[src/rtl/mux_rr_arbiter.sv]
// Round-robin arbiter/sequencer for the shared 4:1 datapath mux with a registered valid/ready output.
// Optional feature macro: MUX_ARB_LOCK_EN (adds lock[] input and a bounded lock counter).
module mux_rr_arbiter #(
    parameter int NREQ     = 4,
    parameter int DW       = 4,
    parameter int LOCK_MAX = 8,
    localparam int SELW    = (NREQ > 1) ? $clog2(NREQ) : 1
) (
    input  logic                 clk,
    input  logic                 rst_n,
    input  logic [NREQ-1:0]      req,
`ifdef MUX_ARB_LOCK_EN
    input  logic [NREQ-1:0]      lock,
`endif
    input  logic [NREQ*DW-1:0]   data,
    output logic [NREQ-1:0]      ack,
    output logic [SELW-1:0]      select,
    output logic                 out_valid,
    input  logic                 out_ready,
    output logic [DW-1:0]        out_data,
    output logic                 busy
);

    typedef enum logic [0:0] {
        IDLE = 1'b0,
        HOLD = 1'b1
    } state_e;

    state_e            state_r;
    state_e            state_nxt_s;
    logic [SELW-1:0]   select_r;
    logic [SELW-1:0]   last_r;
    logic [SELW-1:0]   last_nxt_s;
    logic [SELW-1:0]   sel_nxt_s;
    logic [SELW-1:0]   arb_base_s;
    logic [SELW-1:0]   win_s;
    logic              any_s;
    logic              xfer_s;
    logic              load_s;
    logic              lock_regrant_s;
    logic [DW-1:0]     out_data_r;
    logic              out_valid_r;
    logic              busy_r;
    logic [NREQ-1:0]   ack_s;

    assign xfer_s = (state_r == HOLD) && out_ready;

    // On a transfer the just-served requester becomes lowest priority immediately.
    assign arb_base_s = xfer_s ? select_r : last_r;

    // Wrap-around scan starting just after the priority base.
    always_comb begin : arb_scan
        logic [SELW:0] idx_v;
        win_s = '0;
        any_s = 1'b0;
        idx_v = '0;
        for (int i = 1; i <= NREQ; i++) begin
            idx_v = {1'b0, arb_base_s} + (SELW+1)'(i);
            if (idx_v >= (SELW+1)'(NREQ)) begin
                idx_v = idx_v - (SELW+1)'(NREQ);
            end else begin
                idx_v = idx_v;
            end
            if (!any_s && req[idx_v[SELW-1:0]]) begin
                win_s = idx_v[SELW-1:0];
                any_s = 1'b1;
            end else begin
                any_s = any_s;
            end
        end
    end

`ifdef MUX_ARB_LOCK_EN
    localparam int LCW = (LOCK_MAX > 1) ? $clog2(LOCK_MAX + 1) : 1;

    logic [LCW-1:0] lock_cnt_r;
    logic [LCW-1:0] lock_cnt_nxt_s;
    logic           lock_hit_s;

    assign lock_hit_s     = xfer_s && lock[select_r] && req[select_r];
    // The LOCK_MAX-th consecutive locked transfer falls through to normal RR.
    assign lock_regrant_s = lock_hit_s && (lock_cnt_r != LCW'(LOCK_MAX - 1));

    // Lock counter next value: count re-grants, clear on any other transfer.
    always_comb begin
        lock_cnt_nxt_s = lock_cnt_r;
        if (xfer_s) begin
            if (lock_regrant_s) begin
                lock_cnt_nxt_s = lock_cnt_r + LCW'(1);
            end else begin
                lock_cnt_nxt_s = '0;
            end
        end else begin
            lock_cnt_nxt_s = lock_cnt_r;
        end
    end

    // Lock counter register.
    always_ff @(posedge clk or negedge rst_n) begin
        if (!rst_n) begin
            lock_cnt_r <= '0;
        end else begin
            lock_cnt_r <= lock_cnt_nxt_s;
        end
    end
`else
    assign lock_regrant_s = 1'b0;
`endif

    // State register and round-robin pointer.
    always_ff @(posedge clk or negedge rst_n) begin
        if (!rst_n) begin
            state_r <= IDLE;
            last_r  <= SELW'(NREQ - 1);
        end else begin
            state_r <= state_nxt_s;
            last_r  <= last_nxt_s;
        end
    end

    // Next-state, grant load and pointer update.
    always_comb begin
        state_nxt_s = state_r;
        load_s      = 1'b0;
        sel_nxt_s   = select_r;
        last_nxt_s  = last_r;
        case (state_r)
            IDLE: begin
                if (any_s) begin
                    state_nxt_s = HOLD;
                    load_s      = 1'b1;
                    sel_nxt_s   = win_s;
                end else begin
                    state_nxt_s = IDLE;
                end
            end
            HOLD: begin
                if (!out_ready) begin
                    state_nxt_s = HOLD;
                end else if (lock_regrant_s) begin
                    state_nxt_s = HOLD;
                    load_s      = 1'b1;
                    sel_nxt_s   = select_r;
                end else begin
                    last_nxt_s = select_r;
                    if (any_s) begin
                        state_nxt_s = HOLD;
                        load_s      = 1'b1;
                        sel_nxt_s   = win_s;
                    end else begin
                        state_nxt_s = IDLE;
                    end
                end
            end
            default: begin
                state_nxt_s = IDLE;
            end
        endcase
    end

    // Captured word, select and registered status flags.
    always_ff @(posedge clk or negedge rst_n) begin
        if (!rst_n) begin
            select_r    <= '0;
            out_data_r  <= '0;
            out_valid_r <= 1'b0;
            busy_r      <= 1'b0;
        end else begin
            if (load_s) begin
                select_r   <= sel_nxt_s;
                out_data_r <= data[sel_nxt_s*DW +: DW];
            end else begin
                select_r   <= select_r;
                out_data_r <= out_data_r;
            end
            out_valid_r <= (state_nxt_s == HOLD);
            busy_r      <= (state_nxt_s == HOLD);
        end
    end

    // Acknowledge pulse for the granted requester on the transfer cycle.
    always_comb begin
        ack_s = '0;
        if (xfer_s) begin
            ack_s[select_r] = 1'b1;
        end else begin
            ack_s = '0;
        end
    end

    assign ack       = ack_s;
    assign select    = select_r;
    assign out_valid = out_valid_r;
    assign out_data  = out_data_r;
    assign busy      = busy_r;

endmodule

[config.mk]
export PLATFORM = sky130hd
export DESIGN_NAME = mux_rr_arbiter
export DESIGN_NICKNAME = d
export VERILOG_FILES = /design/src/rtl/mux_rr_arbiter.sv
export SDC_FILE = /design/constraint.sdc
export NUM_CORES = 1
export LEC_CHECK = 0
export CAP_MARGIN = 40
export CORE_MARGIN = 3
export CORE_UTILIZATION = 25
export DETAILED_ROUTE_END_ITERATION = 10
export GPL_TIMING_DRIVEN = 0
export PLACE_DENSITY = 0.61
export SYNTH_ARGS = -nofsm -noshare
export SYNTH_HDL_FRONTEND = slang
export SYNTH_SLANG_ARGS = --single-unit
[constraint.sdc]
create_clock -name clk -period 3.2 [get_ports clk]
set_clock_uncertainty 0.2 [all_clocks]
set_input_delay 0.96 -clock clk [delete_from_list [all_inputs] [get_ports clk]]
set_output_delay 0.96 -clock clk [all_outputs]
set_load 0.05 [all_outputs]
After elaboration in Yosys (flattened, before gate mapping)
Cells that the tools add are included.
Cells by class
  add/sub/neg operators: 8
  $lt $le $gt $ge: 10
  shift-type cells: 1
  multiplexer cells: 32
  bitwise operators: 1
  reduce and logical (&&, ||, !) cells: 9
Operator list (count)
  $mux W2: 11
  $shiftx A16 B5 Y4: 1
  $lt A2 B3 Y1 const B: 5
  $ge A3 B3 Y1 const B: 4
  $mux W1: 12
  $bmux W1 S2: 4
  $sub A2 B1 Y2 const B: 4
  $add A2 B2 Y3 const B: 2
  $logic_and A1 B1 Y1: 5
  $mux W4: 1
  $pmux W1 S2: 2
  $pmux W2 S2: 1
  $add A2 B1 Y3 const B: 1
  $add A2 B3 Y3 const B: 1
  $logic_not A1 Y1: 3
  $demux W1 S2: 1
  $ge A2 B1 Y1 const B: 1
  $reduce_and A2 Y1: 1
  $not A1 Y1: 1
Storage, ports and cells
  bits in registers: 9
  input port bits: 23
  output and inout port bits: 12

Logic depth before layout (Yosys ltp)
  word-level depth: 21
  mapped depth: 8

Worst setup path before layout
Ideal clock, no wire load.
  kind: input to output
  start: in out_ready
  end: out ack[1]
  arrival: 2262 ps
  required time: 2040 ps
  slack: -222 ps
  stages on the path: 2
  path buffers: 0
  cell sequence: nand2_1 -> nor3b_1
Between the ends
  word-level cells in the longest chain between the ends: 2
Ends and longest elaborated chain
  start: declaration: line 19  | input logic out_ready,
  $logic_and A1 B1 Y1: line 46  | assign xfer_s = (state_r == HOLD) && out_ready;
  $mux W4: line 184  | if (xfer_s) begin
  end: declaration: line 16  | output logic [NREQ-1:0] ack,
No other way between the ends.

Worst setup path after layout
  start: in out_ready
  end: out ack[2]
Same word-level chain as after synthesis.

==> PnR_summary.wiki <==
{| class="wikitable"
! Metric !! Value
|-
| Result of the run || completed
|-
| Total overflow reported by the global router || 0
|-
| Total wire length after detailed routing || 2013 um
|-
| Post-synth EDFFs || 0
|-
| Sequential-to-total area share from yosys stat || 31.16%
|-
| Switching part of the total power || 45.95%
|-
| Count of boundary I/O pins || 35
|-
| Endpoint of the worst setup timing path || ack[2]
|-
| Leakage power of the design || 0.4796 nW
|-
| Post-synthesis cell count || 79
|-
| Largest net degree at the start of global routing || 11
|-
| Number of unique standard cell types used by synthesis || 34
|-
| Clock insertion delay at the later pin of the skew report || 0.26 ns
|-
| Share of the clock period used by the worst path || 95.86%
|-
| Setup Buffers After CTS || 0
|-
| Capturing point of the worst reg2reg path || out_data[1]
|-
| Critical Path AT || 1.91 ns
|-
| Clock-pin slew on the worst setup and hold paths || 0.06 ns
|-
| Fraction of synthesis flops using an asynchronous set or reset pin || 100.0%
|-
| Number of warnings reported in the yosys synthesis log || 0
|-
| Overall global routing resource usage || 12.61%
|-
| Number of standard cells in the layout, taps in and fillers out || 146
|-
| Smallest hold slack || 0.2944 ns
|-
| Global-route wire length before repair || 3415 um
|-
| Post-detailed-placement half-perimeter wirelength || 1600 um
|-
| Area overhead of the layout relative to synthesis || 53.77%
|-
| Largest area contributor in the netlist || dfrtp_1
|-
| Number of violations of the max-capacitance limit || 0
|-
| Routed via count || 716
|-
| Most used flip-flop cell after synthesis || dfrtp_1
|-
| Max clock buf depth || 2
|-
| Die Y || 60.06 um
|-
| Synthesized cell area || 730.7 um^2
|-
| Number of buffers created by CTS || 3
|-
| Fmax || 326.0 MHz
|-
| Drt drc || 0
|-
| Data required time at the worst endpoint || 2.04 ns
|-
| Worst max-slew margin expressed relative to the limit || 43.40%
|-
| Per-instance average area after synthesis || 9.249 um^2
|-
| Number of cell rows || 18
|-
| Class of the tightest hold or removal check || register to register
|-
| Root buf cell || clkbuf_4
|-
| Vias in the first global route || 787
|-
| Startpoint type of the worst setup path || primary input
|-
| Detail-routed net length per standard cell || 13.79 um
|-
| Total power per unit cell area || 627.9 mW/mm^2
|-
| Antenna diodes || 0
|-
| Final hold violation count || 0
|-
| Placed Area || 0.001109 mm^2
|-
| Post-layout minimum cycle time || 3.067 ns
|-
| Number of violations reported at the end of detailed-routing iteration 0 || 29
|-
| GPL Wtd Cong || 0.7540
|-
| Crit Path Max Fanout || 7
|-
| First-pass DRT Iterations || 4
|-
| Worst ir drop on vdd || 0.0003048 V
|-
| Horiz. Die Dim || 60.06 um
|-
| Fraction of post-synthesis cell area in the top cell type by area || 23.97%
|-
| Startpoint of the most critical register-to-register path || busy
|-
| Overall power consumption || 0.0007055 W
|-
| Layout cells sized above 1 || 21.55%
|-
| Final max-slew violation count || 0
|-
| Clock Power Share || 12.6%
|-
| Relative contribution of sequential cells to total power || 24.2%
|-
| Combinational share of power || 63.2%
|-
| Category of the critical setup timing path || primary input to primary output
|-
| Commonest cells post-synth || mux2i_1 (10), nand2_1 (10), dfrtp_1 (7)
|-
| TritonCTS Sinks || 9
|-
| Number of cells on the worst reg-to-reg path || 7
|-
| Top cells by area, synth || dfrtp_1 (24%), mux2i_1 (14%), dfstp_2 (7.2%), a211oi_1 (5.1%), nand2_1 (5.1%)
|-
| Start point of the critical path || out_ready
|-
| Syn nets || 102
|-
| Detail Route Antenna Nets || 0
|-
| Via-per-instance ratio || 4.904
|-
| Count of port buffers added during placement || 33
|-
| RSZ-0062 raised after global routing || no
|-
| Number of setup violations in the final report || 0
|-
| Core region area || 0.002635 mm^2
|-
| Flop-to-flop setup slack || 1.02 ns
|-
| Final cell area excluding filler cells || 0.001124 mm^2
|-
| Total internal power || 0.0003813 W
|-
| Count of placed standard cells including taps || 142
|-
| Max H-tree Level || 1
|-
| Initial antenna violation count || 0
|-
| Type of element capturing the critical path || primary output
|-
| Smallest setup slack after layout || 0.1326 ns
|-
| Power dissipated by switching net loads || 0.0003242 W
|-
| TritonCTS clock tree || done
|-
| Total number of nets in the final design || 140
|-
| Starting density of the core || 27.73%
|-
| Flop and latch count out of synthesis || 9
|-
| Slew @ Worst Pin || 0.8397 ns
|-
| Hold-fix buffers at CTS || 0
|-
| Die outline area || 0.003607 mm^2
|-
| Worst-case setup slack after placement || -0.7298 ns
|}
cell families after synthesis:
kind of cell,synth area share (%)
flip-flops,31.16
AND/OR/NAND/NOR,21.41
AO/OA/AOI/OAI,23.63
XOR/XNOR,2.398
multiplexers,15.24
buffers and inverters,6.163
stage by stage:
step	setup TNS, ns	utilization, %
floorplan	0	-
global placement	-2.716	42.07
detailed placement	-2.865	42.07
CTS	0	42.64
global route	0	42.64
finish	0	42.64
cell type report:
type,count,area (um^2)
Fill cell,290,1511
Multi-Input combinational cell,63,470.5
Timing Repair Buffer,33,316.6
Sequential cell,9,227.7
Buffer,6,41.29
Tap cell,30,37.54
Clock buffer,4,26.28
Inverter,1,3.754
cells in the final DEF, fill, tap and decap left out, drive strengths merged, types with 3 or more instances in the layout:
master / Yosys / routed
a211oi: 5 / 5
a21bo: 3 / 3
a21oi: 4 / 4
buf: 5 / 9
clkbuf: 1 / 5
clkdlybuf4s50: 0 / 28
dfrtp: 7 / 7
mux2i: 10 / 10
nand2: 10 / 10
nand3: 4 / 4
o221ai: 3 / 3
power by group through the flow:
stage,combinational [W],sequential [W],clock [W]
after global placement,0.000445,0.000173,0
after detailed placement,0.000452,0.000171,0
final,0.000446,0.000171,0.0000889
after global routing,0.000477,0.000176,0.0000992
after floorplan,0.000214,0.000268,0
after CTS,0.000450,0.000171,0.0000921
layer usage:
metal  wire length (um)  global-route usage (%)  vias to the layer above
li1                   -                       -                      368
met1                898                   15.60                      313
met2                895                   19.91                       33
met3                203                   4.104                        2
met4                 15                   5.380                        0
met5                  0                       0                        -
worst max-delay path, stage by stage:
cell and delay (ns):
dlygate4sd2_1 0.33, and3_2 0.27, nor2b_1 0.14, buf_4 0.21
registers in the layout (all words and copies together) (netlist names):
signal,count
busy,1
last_r,2
select,2
out_data,4
worst min-delay path by stage:
stage           startpoint          end  slack, ns  cells past startpoint
5_1_grt        out_data[0]  out_data[0]       0.34                      2
6_report       out_data[1]  out_data[1]       0.29                      2
3_5_place_dp   out_data[0]  out_data[0]       0.28                      2
3_3_place_gp   out_data[1]  out_data[1]       0.27                      2
4_1_cts        out_data[1]  out_data[1]       0.30                      2
2_1_floorplan    last_r[0]    last_r[0]       0.45                      2
repair_timing:
item / 4_1_cts / 5_1_grt
resized for setup: 25 / 0
endpoints found under the hold margin: 0 / 0
endpoints found under the setup margin: 4 / 0
Note: power is estimated with default switching activity, not from simulation.
